==> config.mk <==
export PLATFORM = sky130hd
export DESIGN_NAME = fetch_stage_flat
export DESIGN_NICKNAME = d
export VERILOG_FILES = /design/src/rtl/fetch_stage_if.sv /design/src/rtl/fetch_stage.sv /design/src/flat_wrapper.sv
export SDC_FILE = /design/constraint.sdc
export NUM_CORES = 1
export LEC_CHECK = 0
export CAP_MARGIN = 20
export CELL_PAD_IN_SITES_DETAIL_PLACEMENT = 2
export CELL_PAD_IN_SITES_GLOBAL_PLACEMENT = 2
export CORE_MARGIN = 5
export CORE_UTILIZATION = 26
export CTS_CLUSTER_DIAMETER = 120
export DETAILED_ROUTE_END_ITERATION = 7
export GPL_TIMING_DRIVEN = 0
export PLACE_DENSITY_LB_ADDON = 0.1
export SYNTH_ARGS = -nofsm -noshare
export SYNTH_HDL_FRONTEND = slang
export SYNTH_SLANG_ARGS = --single-unit
==> constraint.sdc <==
create_clock -name clk_i -period 1.9 [get_ports clk_i]
set_input_delay 0.57 -clock clk_i [delete_from_list [all_inputs] [get_ports clk_i]]
set_output_delay 0.57 -clock clk_i [all_outputs]
set_load 0.01 [all_outputs]
==> src/rtl/fetch_stage_if.sv <==
// Instruction-memory request/response bus between the fetch stage (master) and imem (slave).
// One request may be outstanding at a time; the response arrives at least one cycle after grant.
interface fetch_stage_if;
  logic        req;
  logic [31:0] addr;
  logic        gnt;
  logic        rvalid;
  logic [31:0] rdata;

  modport master (output req, output addr, input gnt, input rvalid, input rdata);
  modport slave  (input req, input addr, output gnt, output rvalid, output rdata);
endinterface

==> src/rtl/fetch_stage.sv <==
// IF stage of the RV32I pipeline: fetch PC, single-outstanding imem port, 1-entry skid buffer
// for responses returning during a decode stall, and the IF/ID pipeline register.
module fetch_stage #(
  parameter logic [31:0] RESET_PC = 32'h0000_0000,
  parameter logic [31:0] NOP_INST = 32'h0000_0013
) (
  input  logic          clk_i,
  input  logic          rst_i,
  input  logic          pc_en_i,
  input  logic          IF_ID_en_i,
  input  logic          branch_taken_i,
  input  logic [31:0]   branch_target_i,
  fetch_stage_if.master imem,
  output logic [31:0]   inst_ID_o,
  output logic [31:0]   pc_ID_o,
  output logic          valid_ID_o
);

  localparam logic [1:0] ST_REQ  = 2'd0;
  localparam logic [1:0] ST_WAIT = 2'd1;
  localparam logic [1:0] ST_KILL = 2'd2;

  logic [1:0]  state_q, state_d;
  logic [31:0] pc_q, pc_d;
  logic [31:0] req_pc_q, req_pc_d;
  logic        skid_valid_q, skid_valid_d;
  logic [31:0] skid_inst_q, skid_inst_d;
  logic [31:0] skid_pc_q, skid_pc_d;
  logic [31:0] inst_id_q, inst_id_d;
  logic [31:0] pc_id_q, pc_id_d;
  logic        valid_id_q, valid_id_d;

  logic req;
  logic rsp_fire;

  assign req       = (state_q == ST_REQ) & pc_en_i & ~skid_valid_q & ~branch_taken_i;
  assign rsp_fire  = (state_q == ST_WAIT) & imem.rvalid;
  assign imem.req  = req;
  assign imem.addr = pc_q;

  assign inst_ID_o  = inst_id_q;
  assign pc_ID_o    = pc_id_q;
  assign valid_ID_o = valid_id_q;

  always_comb begin
    state_d      = state_q;
    pc_d         = pc_q;
    req_pc_d     = req_pc_q;
    skid_valid_d = skid_valid_q;
    skid_inst_d  = skid_inst_q;
    skid_pc_d    = skid_pc_q;
    inst_id_d    = inst_id_q;
    pc_id_d      = pc_id_q;
    valid_id_d   = valid_id_q;

    if (branch_taken_i) begin
      // A redirect beats every stall; an in-flight response becomes stale and must be discarded.
      pc_d         = branch_target_i & 32'hFFFF_FFFC;
      inst_id_d    = NOP_INST;
      pc_id_d      = 32'h0000_0000;
      valid_id_d   = 1'b0;
      skid_valid_d = 1'b0;
      if (state_q == ST_WAIT) begin
        state_d = imem.rvalid ? ST_REQ : ST_KILL;
      end
    end else begin
      case (state_q)
        ST_REQ: begin
          if (req && imem.gnt) begin
            req_pc_d = pc_q;
            pc_d     = pc_q + 32'd4;
            state_d  = ST_WAIT;
          end
        end
        ST_WAIT: begin
          if (imem.rvalid) begin
            state_d = ST_REQ;
          end
        end
        ST_KILL: begin
          if (imem.rvalid) begin
            state_d = ST_REQ;
          end
        end
        default: state_d = ST_REQ;
      endcase

      if (IF_ID_en_i) begin
        if (skid_valid_q) begin
          inst_id_d    = skid_inst_q;
          pc_id_d      = skid_pc_q;
          valid_id_d   = 1'b1;
          skid_valid_d = 1'b0;
        end else if (rsp_fire) begin
          inst_id_d  = imem.rdata;
          pc_id_d    = req_pc_q;
          valid_id_d = 1'b1;
        end else begin
          inst_id_d  = NOP_INST;
          valid_id_d = 1'b0;
        end
      end

      // Decode is stalled (or the skid is draining) so park the response for later.
      if (rsp_fire && (!IF_ID_en_i || skid_valid_q)) begin
        skid_valid_d = 1'b1;
        skid_inst_d  = imem.rdata;
        skid_pc_d    = req_pc_q;
      end
    end
  end

  always_ff @(posedge clk_i) begin
    if (rst_i) begin
      state_q      <= ST_REQ;
      pc_q         <= RESET_PC;
      req_pc_q     <= 32'h0000_0000;
      skid_valid_q <= 1'b0;
      skid_inst_q  <= NOP_INST;
      skid_pc_q    <= 32'h0000_0000;
      inst_id_q    <= NOP_INST;
      pc_id_q      <= 32'h0000_0000;
      valid_id_q   <= 1'b0;
    end else begin
      state_q      <= state_d;
      pc_q         <= pc_d;
      req_pc_q     <= req_pc_d;
      skid_valid_q <= skid_valid_d;
      skid_inst_q  <= skid_inst_d;
      skid_pc_q    <= skid_pc_d;
      inst_id_q    <= inst_id_d;
      pc_id_q      <= pc_id_d;
      valid_id_q   <= valid_id_d;
    end
  end

endmodule
==> src/flat_wrapper.sv <==
// flat-port wrapper written by rule: the top's interface ports become plain ports
module fetch_stage_flat 
#(
  parameter logic [31:0] RESET_PC = 32'h0000_0000,
  parameter logic [31:0] NOP_INST = 32'h0000_0013
)
  (clk_i, rst_i, pc_en_i, IF_ID_en_i, branch_taken_i, branch_target_i, inst_ID_o, pc_ID_o, valid_ID_o, imem_req, imem_addr, imem_gnt, imem_rvalid, imem_rdata);
  fetch_stage_if imem_i ();
  input  logic clk_i;
  input  logic rst_i;
  input  logic pc_en_i;
  input  logic IF_ID_en_i;
  input  logic branch_taken_i;
  input  logic [31:0] branch_target_i;
  output logic [31:0] inst_ID_o;
  output logic [31:0] pc_ID_o;
  output logic valid_ID_o;
  output wire logic [$bits(imem_i.req)-1:0] imem_req;
  output wire logic [$bits(imem_i.addr)-1:0] imem_addr;
  input wire logic [$bits(imem_i.gnt)-1:0] imem_gnt;
  input wire logic [$bits(imem_i.rvalid)-1:0] imem_rvalid;
  input wire logic [$bits(imem_i.rdata)-1:0] imem_rdata;
  assign imem_req = imem_i.req;
  assign imem_addr = imem_i.addr;
  assign imem_i.gnt = imem_gnt;
  assign imem_i.rvalid = imem_rvalid;
  assign imem_i.rdata = imem_rdata;
  fetch_stage #(.RESET_PC(RESET_PC), .NOP_INST(NOP_INST)) u_core (.clk_i(clk_i), .rst_i(rst_i), .pc_en_i(pc_en_i), .IF_ID_en_i(IF_ID_en_i), .branch_taken_i(branch_taken_i), .branch_target_i(branch_target_i), .imem(imem_i), .inst_ID_o(inst_ID_o), .pc_ID_o(pc_ID_o), .valid_ID_o(valid_ID_o));
endmodule
Word-level counts from Yosys, hierarchy flattened
Index checks and enable logic that the tools add are counted.
{"block": "classes", "addsub": 1, "n_eq_ne": 5, "muxes": 17, "bitwise": 6, "reduce_logical": 17}
{"operator": "$mux W32", "n": 7}
{"operator": "$add A32 B3 Y32 const B", "n": 1}
{"operator": "$mux W2", "n": 5}
{"operator": "$reduce_and A2 Y1", "n": 4}
{"operator": "$reduce_bool A2 Y1", "n": 4}
{"operator": "$reduce_and A3 Y1", "n": 2}
{"operator": "$and A1 B1 Y1", "n": 4}
{"operator": "$mux W1", "n": 4}
{"operator": "$pmux W2 S2", "n": 1}
{"operator": "$reduce_or A2 Y1", "n": 2}
{"operator": "$ne A3 B1 Y1 const B", "n": 1}
{"operator": "$ne A3 B3 Y1 const B", "n": 1}
{"operator": "$eq A2 B1 Y1 const B", "n": 1}
{"operator": "$eq A2 B2 Y1 const B", "n": 1}
{"operator": "$logic_and A1 B1 Y1", "n": 2}
{"operator": "$logic_not A2 Y1", "n": 1}
{"operator": "$ne A2 B1 Y1 const B", "n": 1}
{"operator": "$not A1 Y1", "n": 2}
{"operator": "$logic_not A1 Y1", "n": 1}
{"operator": "$logic_or A1 B1 Y1", "n": 1}
{"block": "totals", "reg_bits": 196, "input_bits": 71, "output_inout_bits": 98, "wordCells": 56}

Depth between registers and ports, before layout
Gate-level depths: netlist of the first run.
{"block": "depth", "ltp_word": 8, "ltp_mapped": 8, "mapped_depth_nobuf": 7}

Worst setup path before layout of the first run
No wires, ideal clock.
{"block": "synth_timing", "kind": "register to register", "start": "reg u_core.pc_q[8] (netlist: u_core.imem.addr[8])", "end": "reg u_core.pc_q[20] (netlist: u_core.imem.addr[20])", "setup_time_ns": 0.091, "arrival_ns": 1.880, "required_time_ns": 1.809, "setup_slack_ns": -0.071, "stages_incl_launch_ff": 6, "n_path_buf": 1, "synth_period_minus_slack_ns": 1.971, "cell_sequence": "dfxtp_1 > nand4_4 > or4_1 > clkbuf_2 > or3_1 > a311oi_1"}
{"block": "synth_between", "elab_chain_len": 4}
{"item": "start, declared", "line": "fetch_stage.sv:24", "source": "logic [31:0] pc_q, pc_d;"}
{"item": "start signal, assigned", "line": "fetch_stage.sv:126", "source": "pc_q <= pc_d;"}
{"item": "$add A32 B3 Y32", "line": "fetch_stage.sv:71", "source": "pc_d = pc_q + 32'd4;"}
{"item": "$mux W32", "line": "fetch_stage.sv:69", "source": "if (req && imem.gnt) begin"}
{"item": "$mux W32", "line": "fetch_stage.sv:67", "source": "case (state_q)"}
{"item": "$mux W32", "line": "fetch_stage.sv:56", "source": "if (branch_taken_i) begin"}
No other way between the ends. The select of a mux whose other input is x is not followed.
A chain may end at the register's enable or synchronous reset.

Final worst setup path of the first run
{"block": "layout_timing", "start": "reg u_core.state_q[1]", "end": "out imem_req"}
{"block": "layout_between", "elab_chain_len": 4}
{"item": "start, declared", "line": "fetch_stage.sv:23", "source": "logic [1:0] state_q, state_d;"}
{"item": "start signal, assigned", "line": "fetch_stage.sv:125", "source": "state_q <= state_d;"}
{"item": "$logic_not A2 Y1", "line": "fetch_stage.sv:36", "source": "assign req = (state_q == ST_REQ) & pc_en_i & ~skid_valid_q & ~branch_taken_i;"}
{"item": "$and A1 B1 Y1 (3 in a row)", "line": "fetch_stage.sv:36"}
{"item": "end, declared", "line": "flat_wrapper.sv:18", "source": "output wire logic [$bits(imem_i.req)-1:0] imem_req;"}
No other way between the ends.

==> key figures, run 1 <==
Status
  – Status: finished, violations left
  – Failing checks: setup timing

CTS
  – Num CTS Buffers: 17
  – CTS tree: built
  – CTS H-Tree Depth: 4
  – CTS sink cnt: 188
  – Worst skew pair latency: 0.44 ns
  – Maximum buffer depth of the clock tree: 2
  – Clock-pin transition on the worst setup and hold timing paths: 0.08 ns
  – CTS Hold Bufs: 0
  – Clock root buffer: clkbuf_16

Power and ir drop
  – Static leakage: 0.00420 µW
  – Power Total: slightly below 9000 µW
  – Worst VDD drop: 0.613 mV
  – PwrDens: 797 nW/µm²

Global routing
  – Antenna violations before repair: 0
  – First-pass GRT wire length: 46700 µm
  – Vias in the first global route: 7906
  – GRT Total Usage: 17.9%
  – Remaining Overflow, GRT: 0
  – Largest net degree at the start of global routing: 20

Synth
  – Main combinational cell family by area after synthesis: simple AND/OR/NAND/NOR gates
  – Main synth FF type: dfxtp_1
  – Synth Area in Adders: less than 1%
  – Synth top area cells: dfxtp_1 (49%), nand2_1 (10%), a21oi_1 (7.1%), nor2_1 (4.4%), a211oi_1 (4.2%)
  – Mux share of post-synthesis cell area: 4.33%
  – Synth Register Bits: 188
  – Area leader, netlist: dfxtp_1
  – Post-synth design cell area: 7650 µm²
  – Seq/Total Area, Yosys: between 40% and 50%
  – Post-Synth XOR/XNOR Area: 2.06%
  – Ys Warns: 0
  – Mapped Avg Cell Area: 8.21 µm²
  – Share of synthesized flip-flops with an asynchronous set or reset: 0%
  – Yosys cell types: 46
  – Post-Synthesis Cells: 932
  – Synth top area share: between 40% and 50%
  – Compound-Gate Fraction of Synth Area: approximately 17%
  – Synth Area in Simple Gates: ~22%
  – Number of flops mapped to enable cells by yosys: 0

Worst setup path
  – Critical-path cell list: inv_2, ha_4, and4bb_4, buf_6
  – Slowest-stage cell, CP: dfxtp_2
  – Kind of critical path: reg2out
  – Critical path depth: 4
  – Critical path fanouts, max: 3
  – CP Launch Type: flop
  – Worst R2R End: u_core.imem.addr[20]
  – Worst Path Buf+Inv: 2
  – Req. time, crit path: approximately 1.3 ns
  – Crit path DAT: about 1.4 ns
  – R2R setup slack: 0 ns
  – Worst reg-to-reg path cell count: 4
  – Crit Reg-Reg Startpoint: u_core.imem.addr[9]
  – Cell family with most CP delay: flip-flops
  – Worst stage delay on the critical path: 0.33 ns
  – Element type at the critical path end: output port

STA
  – Final WS setup: -0.0425 ns
  – Fin crit share: 102%
  – Setup TNS: -0.0425 ns
  – Unrepaired setup endpoints after global routing: true
  – Worst slew pin tran: 0.749 ns
  – Hold Vio Cnt, Final: 0
  – Worst slew margin: about half
  – Final Slew Violations: 0
  – Final setup fails: 1
  – Max Clock Freq: 515 MHz
  – Fin crit period: 1.94 ns
  – Max Clock Skew: 0.0135 ns

Placed design
  – HPWL after DPL: approximately 22000 µm
  – Routability cong.: 0.774
  – Placed cell area: between 9000 and 10000 µm²
  – Port bufs: ~160
  – Pre-CTS WS: -1.30 ns

Routing
  – Final ANT Viol Nets: 0
  – Pre-antenna DRT Iters: 4
  – Final wirelength: 30300 µm
  – Vias: 7507
  – Drt drc: 0
  – Post-DR wirelength/cell: 19.8 µm
  – DRT iter0 DRCs: about 360
  – DR vias/cell: 4.90

Floorplan
  – I/O pin cnt: 169
  – Starting Density: 26.5%
  – Core footprint: 28900 µm²
  – Horiz. Die Dim: roughly 180 µm
  – Row cnt: 62
  – Die height: 182 µm
  – DIE AREA: around 33000 µm²

Hold path
  – Hold Path Stages: 2
  – Worst hold start: u_core.skid_pc_q[15]
  – Min-Delay Path Class: reg2reg
  – Hold Path End: u_core.skid_pc_q[15]

Final layout
  – Fill cell count: about 3300
  – Commonest non-fill, non-tap cells in the layout: nand2_1 (208), dfxtp_1 (156), a21oi_1 (107), nor2_1 (89), dlygate4sd2_1 (80)
  – # nets final: 1211
  – Share of layout cells above drive strength 1: between 10% and 20%
  – Area delta synth->final: 42.8%
  – Final instance area: 10900 µm²
  – Ant. Diodes: 0
  – Core Util, Final: 37.9%
  – Most common cell after layout, fill and taps aside: nand2_1

Job
  – MaxCap Viol Count: 0
[per-layer routing]
layer | vias to the layer above | GRT usage, % | part of all wire, %
li1 | 3656 | - | -
met4 | 0 | 3.69 | 0.96
met2 | 144 | 29.6 | 47
met5 | - | 0 | 0
met3 | 18 | 2.74 | 3.2
met1 | 3689 | 25.0 | 49
[synth_stat cells, types with 3 or more instances]
master and instances:
a211oi_1 43, inv_1 8, nand2_1 213, ha_1 3, dfxtp_1 188, buf_1 6
clkinv_1 3, mux2i_1 32, nand4_1 12, and3_1 4, nor3_1 40, xor2_1 6
clkbuf_1 63, nor4_1 3, a21oi_1 108, and4_1 3, o21ai_0 7, nand3_1 18
buf_4 4, o221ai_1 3, nor2_1 90, or3_1 3, o211ai_1 4, a221oi_1 30
xnor2_1 12
[power breakdown]
| group | total, µW | leakage [µW] | switching, µW | internal, µW |
|---|---|---|---|---|
| clock network | 3730 | 0.000290 | 1670 | 2060 |
| logic | 834 | 0.00236 | 456 | 377 |
| registers | 4140 | 0.00154 | 120 | 4020 |
| total | 8710 | 0.00420 | 2240 | 6460 |
[worst min-delay path, delay by kind of cell (launching register included)]
kind | cells | cell delay (ns)
compound gates | 1 | 0.05
flops | 1 | 0.31
simple gates | 1 | 0.05
[sequential cells by signal, indices dropped and copies added, names as in the netlist]
signal               flops
u_core.state_q           2
u_core.skid_inst_q      32
u_core.skid_valid_q      1
u_core.req_pc_q         30
u_core.imem.addr        30
u_core.valid_ID_o        1
u_core.inst_ID_o        32
u_core.pc_ID_o          30
u_core.skid_pc_q        30
[kinds of logic after synthesis]
kind of cell | count (synthesis)
buffers and inverters | 87
flip-flops | 188
other | 1
XOR/XNOR | 18
AND/OR/NAND/NOR | 398
adder cells (fa/ha/maj) | 4
multiplexers | 33
AO/OA/AOI/OAI | 203
[what timing repair did]
item / CTS / global route
pin swaps: 12 / 15
endpoints found under the setup margin: 264 / 165
setup buffers: 18 / 8
resized for setup: 226 / 58
[final cells by class]
class                           count  area, µm²  area share (%)
Sequential cell                   188       3850            35.2
Timing Repair Buffer              188       1760            16.1
Multi-Input combinational cell    660       3760            34.4
Buffer                             71        422            3.86
Tap cell                          384        480            4.40
Clock buffer                       20        467            4.27
Clock inverter                     11        133            1.21
Inverter                           11       48.8           0.447
[worst max path at each step]
stage | start | to | slack [ns]
final | u_core.state_q[1] | imem_req | -0.04
after global routing | u_core.state_q[1] | imem_req | -0.10
after CTS | u_core.state_q[1] | imem_req | -0.07
after detailed placement | branch_taken_i | u_core.inst_ID_o[17] | -1.30
after global placement | branch_taken_i | u_core.skid_inst_q[27] | -1.30
after floorplan | IF_ID_en_i | u_core.skid_inst_q[26] | -0.07
[stage by stage]
stage | hold slack [ns] | std cells
6_report | 0.458 | 1533
5_1_grt | 0.482 | 1533
4_1_cts | 0.460 | 1526
3_5_place_dp | 0.450 | 1481
3_3_place_gp | 0.441 | 1480
2_1_floorplan | 0.436 | 935
Power figures use the tool's default switching activity.
==> inputs of run 2 (changes only) <==
- CTS_CLUSTER_DIAMETER: 120 -> 150
==> results of run 2 <==
Final layout, timing and power as in run 1 (identical DEF).
